--- src/rtl/hdb3_tdm_scheduler_if.sv ---
// Bundle between the TDM frame scheduler and its users: the channel request
// side (enable, request flags, bytes) and the serial/status side toward the
// HDB3 encoder.
interface hdb3_tdm_scheduler_if #(
   parameter int NCH = 4
);
   logic             i_en;
   logic [NCH-1:0]   i_req;
   logic [8*NCH-1:0] i_byte;
   logic [NCH-1:0]   o_ack;
   logic             o_data;
   logic             o_frame;
   logic [3:0]       o_slot;
   logic             o_busy;

   modport master (
      output i_en, i_req, i_byte,
      input  o_ack, o_data, o_frame, o_slot, o_busy
   );

   modport slave (
      input  i_en, i_req, i_byte,
      output o_ack, o_data, o_frame, o_slot, o_busy
   );
endinterface

--- src/rtl/hdb3_tdm_scheduler.sv ---
// TDM frame scheduler feeding one HDB3 encoder, one bit per clock.
// Frame = SYNC byte followed by NCH channel slots, each byte MSB first.
//
// state   | meaning
// --------+-----------------------------------------------------------
// ST_IDLE | no frame in progress, o_data held low, waiting for i_en
// ST_SYNC | shifting out the SYNC byte (slot 0)
// ST_SLOT | shifting out a channel byte or IDLE_BYTE filler (slot 1..NCH)
module hdb3_tdm_scheduler #(
   parameter int         NCH       = 4,
   parameter logic [7:0] SYNC_BYTE = 8'hE4,
   parameter logic [7:0] IDLE_BYTE = 8'h00
) (
   input  logic                   i_clk,
   input  logic                   i_rst,
   hdb3_tdm_scheduler_if.slave    bus
);

   typedef enum logic [1:0] {ST_IDLE, ST_SYNC, ST_SLOT} state_t;

   state_t         r_state;
   logic [2:0]     r_bit_cnt;
   logic [3:0]     r_slot_cnt;
   logic [7:0]     r_shift;
   logic           r_data;
   logic           r_frame;
   logic [3:0]     r_slot;
   logic           r_busy;
   logic [NCH-1:0] r_ack;

   logic           w_req_sel;
   logic [7:0]     w_byte_sel;
   logic [NCH-1:0] w_ack_sel;
   logic           w_last_slot;

   // Pick the request/byte of the channel whose slot comes next (slot_cnt+1
   // maps to channel slot_cnt); only consulted on the last bit of a byte.
   always_comb begin
      w_req_sel  = 1'b0;
      w_byte_sel = IDLE_BYTE;
      w_ack_sel  = '0;
      for (int k = 0; k < NCH; k++) begin
         if (r_slot_cnt == 4'(k)) begin
            w_req_sel    = bus.i_req[k];
            w_byte_sel   = bus.i_byte[8*k +: 8];
            w_ack_sel[k] = 1'b1;
         end
      end
   end

   assign w_last_slot = (r_slot_cnt == 4'(NCH));

   // Frame sequencer: bit shifting, slot loading and frame restart/stop.
   always_ff @(posedge i_clk or posedge i_rst) begin
      if (i_rst) begin
         r_state    <= ST_IDLE;
         r_bit_cnt  <= 3'd0;
         r_slot_cnt <= 4'd0;
         r_shift    <= 8'd0;
         r_data     <= 1'b0;
         r_frame    <= 1'b0;
         r_slot     <= 4'hF;
         r_busy     <= 1'b0;
         r_ack      <= '0;
      end else begin
         r_ack   <= '0;
         r_frame <= 1'b0;
         case (r_state)
            ST_IDLE: begin
               r_data <= 1'b0;
               r_busy <= 1'b0;
               r_slot <= 4'hF;
               if (bus.i_en) begin
                  r_state    <= ST_SYNC;
                  r_data     <= SYNC_BYTE[7];
                  r_shift    <= {SYNC_BYTE[6:0], 1'b0};
                  r_frame    <= 1'b1;
                  r_slot     <= 4'd0;
                  r_busy     <= 1'b1;
                  r_bit_cnt  <= 3'd0;
                  r_slot_cnt <= 4'd0;
               end
            end
            ST_SYNC, ST_SLOT: begin
               r_bit_cnt <= r_bit_cnt + 3'd1;
               if (r_bit_cnt != 3'd7) begin
                  r_data  <= r_shift[7];
                  r_shift <= {r_shift[6:0], 1'b0};
               end else if (!w_last_slot) begin
                  r_state    <= ST_SLOT;
                  r_slot_cnt <= r_slot_cnt + 4'd1;
                  r_slot     <= r_slot_cnt + 4'd1;
                  if (w_req_sel) begin
                     r_ack   <= w_ack_sel;
                     r_data  <= w_byte_sel[7];
                     r_shift <= {w_byte_sel[6:0], 1'b0};
                  end else begin
                     r_data  <= IDLE_BYTE[7];
                     r_shift <= {IDLE_BYTE[6:0], 1'b0};
                  end
               end else if (bus.i_en) begin
                  // back-to-back frame, no gap bit between frames
                  r_state    <= ST_SYNC;
                  r_slot_cnt <= 4'd0;
                  r_slot     <= 4'd0;
                  r_frame    <= 1'b1;
                  r_data     <= SYNC_BYTE[7];
                  r_shift    <= {SYNC_BYTE[6:0], 1'b0};
               end else begin
                  r_state    <= ST_IDLE;
                  r_slot_cnt <= 4'd0;
                  r_slot     <= 4'hF;
                  r_busy     <= 1'b0;
                  r_data     <= 1'b0;
                  r_shift    <= 8'd0;
               end
            end
            default: r_state <= ST_IDLE;
         endcase
      end
   end

   assign bus.o_ack   = r_ack;
   assign bus.o_data  = r_data;
   assign bus.o_frame = r_frame;
   assign bus.o_slot  = r_slot;
   assign bus.o_busy  = r_busy;

endmodule

--- src/flat_wrapper.sv ---
// flat-port wrapper written by rule: the top's interface ports become plain ports
module hdb3_tdm_scheduler_flat 
#(
   parameter int         NCH       = 4,
   parameter logic [7:0] SYNC_BYTE = 8'hE4,
   parameter logic [7:0] IDLE_BYTE = 8'h00
)
  (i_clk, i_rst, bus_i_en, bus_i_req, bus_i_byte, bus_o_ack, bus_o_data, bus_o_frame, bus_o_slot, bus_o_busy);
  hdb3_tdm_scheduler_if #(.NCH(NCH)) bus_i ();
  input  logic i_clk;
  input  logic i_rst;
  input wire logic [$bits(bus_i.i_en)-1:0] bus_i_en;
  input wire logic [$bits(bus_i.i_req)-1:0] bus_i_req;
  input wire logic [$bits(bus_i.i_byte)-1:0] bus_i_byte;
  output wire logic [$bits(bus_i.o_ack)-1:0] bus_o_ack;
  output wire logic [$bits(bus_i.o_data)-1:0] bus_o_data;
  output wire logic [$bits(bus_i.o_frame)-1:0] bus_o_frame;
  output wire logic [$bits(bus_i.o_slot)-1:0] bus_o_slot;
  output wire logic [$bits(bus_i.o_busy)-1:0] bus_o_busy;
  assign bus_i.i_en = bus_i_en;
  assign bus_i.i_req = bus_i_req;
  assign bus_i.i_byte = bus_i_byte;
  assign bus_o_ack = bus_i.o_ack;
  assign bus_o_data = bus_i.o_data;
  assign bus_o_frame = bus_i.o_frame;
  assign bus_o_slot = bus_i.o_slot;
  assign bus_o_busy = bus_i.o_busy;
  hdb3_tdm_scheduler #(.NCH(NCH), .SYNC_BYTE(SYNC_BYTE), .IDLE_BYTE(IDLE_BYTE)) u_core (.i_clk(i_clk), .i_rst(i_rst), .bus(bus_i));
endmodule
--- config.mk ---
export PLATFORM = sky130hd
export DESIGN_NAME = hdb3_tdm_scheduler_flat
export DESIGN_NICKNAME = d
export VERILOG_FILES = /design/src/rtl/hdb3_tdm_scheduler_if.sv /design/src/rtl/hdb3_tdm_scheduler.sv /design/src/flat_wrapper.sv
export SDC_FILE = /design/constraint.sdc
export NUM_CORES = 1
export LEC_CHECK = 0
export ABC_AREA = 1
export CELL_PAD_IN_SITES_DETAIL_PLACEMENT = 1
export CELL_PAD_IN_SITES_GLOBAL_PLACEMENT = 2
export CORE_MARGIN = 2
export CORE_UTILIZATION = 25
export DETAILED_ROUTE_END_ITERATION = 12
export PLACE_DENSITY_LB_ADDON = 0.1
export SLEW_MARGIN = 25
export SYNTH_ARGS = -nofsm -noshare
export SYNTH_HDL_FRONTEND = slang
export SYNTH_SLANG_ARGS = --single-unit
--- constraint.sdc ---
create_clock -name i_clk -period 2 [get_ports i_clk]
set_input_delay 0.4 -clock i_clk [delete_from_list [all_inputs] [get_ports i_clk]]
set_output_delay 0.4 -clock i_clk [all_outputs]
set_load 0.03 [all_outputs]
==> results of run 1 <==
## per-stage QoR
stage                     hold slack, ns  cell area [um2]
after floorplan                   0.4492             1697
after CTS                         0.4863             2386
final                             0.4859             2390
after global routing              0.4970             2390
after detailed placement          0.4776             2337
after global placement            0.4772             2337
## registers in the layout, indices dropped and copies added (netlist names)
register            flops
u_core.bus.o_busy       1
u_core.bus.o_slot       4
u_core.bus.o_frame      1
u_core.r_shift          7
u_core.r_bit_cnt        3
u_core.r_state          2
u_core.bus.o_ack        4
u_core.bus.o_data       1
u_core.r_slot_cnt       4
## final timing paths
check                                                  from                                to  slack [ns]
min in group i_clk            u_core.r_shift[1]$_DFFE_PP0P_     u_core.r_shift[1]$_DFFE_PP0P_        0.49
min                                                   i_rst      u_core.bus.o_frame$_DFF_PP0_        0.49
max                        u_core.bus.o_slot[1]$_DFFE_PP1P_                     bus_o_slot[1]        0.11
max in group asynchronous                             i_rst  u_core.bus.o_slot[1]$_DFFE_PP1P_        1.21
min reg2reg                   u_core.r_shift[1]$_DFFE_PP0P_     u_core.r_shift[1]$_DFFE_PP0P_        0.49
max reg2reg                u_core.r_slot_cnt[0]$_DFFE_PP0P_     u_core.r_shift[2]$_DFFE_PP0P_        0.22
## layout by cell type, fill, tap and decap left out, types with 3 or more instances in the layout
cell type / count
nand2_1: 65
o22ai_1: 3
inv_1: 28
nor2_1: 30
clkbuf_8: 3
o211ai_1: 4
clkdlybuf4s50_1: 49
dfrtp_1: 22
o21ai_0: 11
buf_4: 10
a21oi_1: 18
o21a_1: 3
ha_1: 8
nand3_1: 12
dfstp_2: 4
## cell type report
class	count	area share, %
clock inverters	1	0.3141
well taps	80	4.188
clock buffers	3	1.728
repair buffers	59	23.66
inverters	30	4.712
multi-input cells	174	36.86
flip-flops and latches	27	28.53
## cell usage after synthesis (all sizes together)
cell | instances | area (um2)
nand2 | 67 | 256.5
nor2 | 33 | 138.9
inv | 30 | 112.6
dfrtp | 23 | 575.6
a21oi | 18 | 90.09
o21ai | 13 | 65.06
nand3 | 12 | 60.06
ha | 8 | 100.1
dfstp | 4 | 105.1
o211ai | 4 | 30.03
buf | 3 | 17.52
o21a | 3 | 22.52
o22ai | 3 | 18.77
a22o | 2 | 17.52
a22oi | 2 | 15.01
clkbuf | 2 | 7.510
nor3 | 2 | 10.01
o31ai | 2 | 15.01
xor2 | 2 | 17.52
nand3b | 1 | 7.510
nand4 | 1 | 6.260
o21bai | 1 | 7.510
## cell families (layout without fill, tap and decap cells)
group | Yosys count | count (layout)
AOI/OAI and AO/OA | 48 | 48
DFF | 27 | 27
adders and majority gates | 8 | 8
and+or+nand+nor | 116 | 116
xor gates and xnor gates | 2 | 2
buffers and inverters | 35 | 93
## report_power, final
group          internal, uW  leakage [uW]  switching, uW
registers               745      0.000339            109
clock network           142     0.0000217            185
logic                   636      0.000778            946
total                  1520       0.00114           1240
## metal layers
layer  track usage, %  wire, um
met3            2.095       152
met1            18.91      2428
met4            3.409        47
met5                0         0
met2            28.18      2670
==> results.toml, run 1 <==
[floorplanning]
dieWidth_um = 86.38
placementRows = 30
ios = 50
start_util_pct = 25.39
die_h_um = 86.38
die_area_um2 = 7462
core_um2 = 6681

[global_routing]
grt_max_degree = 28
grt_overflow = 0
grt_pass1_wl_um = 9073
grtUsageTotal_pct = 15.32
grt_pass1_vias = 1868
antenna_found_initial = 0

[layout]
syn_to_final_growth_pct = 40.86
utilization_pct = 35.77
multiInputGateArea_um2 = 880.8
nets = 342
drive_gt1_share_pct = 8.844
layout.cells.non_filler = 374
fill_cells = 831
diodes = 0
regArea_um2 = 681.9

[timing]
grt_setup_unrepaired = "no"
finalCriticalPeriod_ns = 1.892
tns_ns = 0
worst_slack_ns = 0.1084
maxSlewViolCount = 0
relSlewSlack_pct = 75.93
finalCritPeriodShare_pct = 94.58
setup_violations = 0
fmax_mhz = 528.7
final_hold_viol_count = 0
skew_ns = 0.002682
tightest_slew_ns = 0.3610

[critical_path]
startpoint_type = "flop"
critPathBufInv = 1
crit_chain = "clkdlybuf4s50_1"
cp_slowest_cell = "clkdlybuf4s50_1"
cp.depth = 1
reg2reg_depth = 13
cp_max_fo = 2
path_class = "flop to output pin"
crit_path_end_kind = "output pin"
cp_top_family = "buffers and inverters"
max_stage_delay_ns = 0.67
worstPathRequired_ns = 1.60
arrival_ns = 1.49

[synth]
ys_ff_latch = 27
synth_nets = 283
synth_simple_gate_area_share_pct = 28.24
synth-xor-area-share_pct = 1.032
synthAdderAreaFrac_pct = 5.900
syn_area_um2 = 1697
synth_top_family_by_area = "simple AND/OR/NAND/NOR gates"
synth.avg_cell_area_um2 = 7.189
synth_cell_types = 27
yosys_warnings = 0
yosysSeqAreaShare_pct = 40.12
synth_cells = 236
synth_compound_area_share_pct = 16.59
muxShareOfSynthArea_pct = 0

[clocking]
cts_hold_buf = 0
cts_buffers = 3
cts-root-buf = "clkbuf_8"
path_clk_slew_ns = 0.10
numClockSinks = 27
htree_levels = 1
cts_tree = "done"
cts_resized = 0
clockBufferDepth = 2
clk_latency_ns = 0.28
post_cts_buffers = 0

[place]
gp_congestion = 0.8098
dp_hpwl_um = 4315
dp_cells = 370
io_buffers = 49
place_ws_ns = 0.1952

[status]
status = "finished clean"

[route]
drc = 0
avgRoutedWirePerCell_um = 14.17
wl_um = 5298
drt_iter0_markers = 73
drtPass1Iterations = 4
viasPerCell = 4.521
num_vias = 1691
antenna_left = 0

[power_and_ir_drop]
p_total_uw = 2763
vdd_drop_max_mv = 0.5829
p_per_area_nw_per_um2 = 1156
p_leak_uw = 0.001139

[hold_path]
worstHoldPathType = "primary input to async pin"

[run]
maxCapViolCount = 0
Power figures use the tool's default switching activity.
==> run 2, diff against run 1 <==
--- a/config.mk
+++ b/config.mk
@@ -12,6 +12,7 @@
 export CORE_UTILIZATION = 25
 export DETAILED_ROUTE_END_ITERATION = 12
 export PLACE_DENSITY_LB_ADDON = 0.1
+export RECOVER_POWER = 25
 export SLEW_MARGIN = 25
 export SYNTH_ARGS = -nofsm -noshare
 export SYNTH_HDL_FRONTEND = slang
==> results.toml, run 2 (synthesis gave the netlist of run 1 again) <==
[critical_path]
rr_endpoint = "u_core.r_shift[2]$_DFFE_PP0P_"
reg2reg_depth = 13
cp_slowest_cell = "clkdlybuf4s50_1"
cp_top_family = "buffers and inverters"
path_class = "flop to output pin"
critPathBufInv = 1
startpoint_type = "flop"
cp-endpoint = "bus_o_slot[1]"
crit_path_start = "u_core.bus.o_slot[1]$_DFFE_PP1P_"
crit_chain = "clkdlybuf4s50_1"
crit_path_end_kind = "output pin"
timing.rr.start = "u_core.r_slot_cnt[0]$_DFFE_PP0P_"
arrival_ns = 1.49
max_stage_delay_ns = 0.67
cp_max_fo = 2
worstPathRequired_ns = 1.60
cp.depth = 1
rrSetupSlack_ns = 0.22

[place]
gp_congestion = 0.8098
place_ws_ns = 0.1952
dp_hpwl_um = 4315
io_buffers = 49

[route]
avgRoutedWirePerCell_um = 14.17
drtPass1Iterations = 4
num_vias = 1691
drc = 0
wl_um = 5298
antenna_left = 0
viasPerCell = 4.521
drt_iter0_markers = 73

[timing]
finalCritPeriodShare_pct = 94.58
tightest_slew_ns = 0.7071
maxSlewViolCount = 0
skew_ns = 0.002682
fmax_mhz = 528.7
worst_slack_ns = 0.1084
final_hold_viol_count = 0
setup_violations = 0
grt_setup_unrepaired = "no"
relSlewSlack_pct = 52.86
tns_ns = 0
finalCriticalPeriod_ns = 1.892

[global_routing]
grtUsageTotal_pct = 15.32
antenna_found_initial = 0
grt_pass1_wl_um = 9073
grt_overflow = 0
grt_pass1_vias = 1868
grt_max_degree = 28

[clocking]
cts_tree = "done"
post_cts_buffers = 0
path_clk_slew_ns = 0.10
clockBufferDepth = 2
cts_buffers = 3
htree_levels = 1
clk_latency_ns = 0.28
numClockSinks = 27
cts_hold_buf = 0
cts-root-buf = "clkbuf_8"

[layout]
diodes = 0
syn_to_final_growth_pct = 40.71
top_register = "u_core.r_shift"
nets = 342
largest_reg_flops = 7
layout_common_cells = "nand2_1 (65), clkdlybuf4s50_1 (48), nor2_1 (30)"
drive_gt1_share_pct = 8.844
final_common_cell = "nand2_1"

[power_and_ir_drop]
p_per_area_nw_per_um2 = 1157
p_leak_uw = 0.001138
vdd_drop_max_mv = 0.5829

[floorplanning]
ios = 50
dieWidth_um = 86.38
core_um2 = 6681
start_util_pct = 25.39
die_area_um2 = 7462
placementRows = 30
die_h_um = 86.38

[run]
maxCapViolCount = 0

[hold_path]
hold_depth = 2
worstHoldPathType = "flop to flop"

[status]
status = "finished clean"
run 2: cell types whose count changed in the layout (fill, tap and decap cells not counted):
| cell | change |
|---|---|
| clkdlybuf4s50_1 | -1 |
| clkbuf_2 | +1 |
| buf_4 | -1 |
| dlygate4sd3_1 | +1 |
run 2: area by class of cell:
class                      instances  area (um2)
tap                               80       100.1
timing repair buffer              59       563.0
multi-input combinational        174       880.8
fill                             830        4294
clock inverter                     1       7.507
inverter                          30       112.6
sequential                        27       681.9
clock buffer                       3       41.29
run 2: where the power goes:
part | internal [uW] | leakage, uW | switching [uW] | total (uW)
logic | 635 | 0.000778 | 946 | 1580
registers | 745 | 0.000339 | 109 | 854
clock network | 142 | 0.0000217 | 185 | 327
total | 1520 | 0.00114 | 1240 | 2760
run 2: stage by stage:
stage	instance area, um2	hold slack (ns)	std cells	power, uW	utilization, %
2_1_floorplan	1697	0.4492	236	1892	-
3_3_place_gp	2337	0.4772	370	2460	34.98
3_5_place_dp	2337	0.4776	370	2481	34.98
4_1_cts	2386	0.4863	374	2831	35.71
5_1_grt	2387	0.5395	374	3076	35.73
6_report	2387	0.4935	374	2762	35.73
run 2: how the worst min path moves through the flow:
stage | start | end | slack, ns
3_5_place_dp | u_core.r_shift[4]$_DFFE_PP0P_ | u_core.r_shift[4]$_DFFE_PP0P_ | 0.48
3_3_place_gp | u_core.r_shift[1]$_DFFE_PP0P_ | u_core.r_shift[1]$_DFFE_PP0P_ | 0.48
5_1_grt | u_core.r_shift[4]$_DFFE_PP0P_ | u_core.r_shift[4]$_DFFE_PP0P_ | 0.54
4_1_cts | i_rst | u_core.bus.o_frame$_DFF_PP0_ | 0.49
2_1_floorplan | i_rst | u_core.bus.o_ack[0]$_DFF_PP0_ | 0.45
6_report | u_core.r_shift[1]$_DFFE_PP0P_ | u_core.r_shift[1]$_DFFE_PP0P_ | 0.49
run 2: routing by layer:
layer	wire length, um	track usage (%)	vias up	share of wire [%]
met5	0	0	-	0
met4	47	3.409	0	0.89
met3	152	2.095	4	2.9
met2	2669	28.18	27	50
met1	2428	18.91	787	46
li1	-	-	873	-
run 2: worst register-to-register path: cells and delay by family, from the launching register on:
family                     cells  cell delay (ns)
AOI/OAI and AO/OA              1             0.19
DFF                            1             0.45
adders and majority gates      1             0.15
buffers and inverters          3             0.29
and+or+nand+nor                8             0.59
run 2: repair_timing:
item,in CTS,in global routing
setup endpoints to repair,0,3
gates resized for setup,0,2
endpoints found under the hold margin,0,0
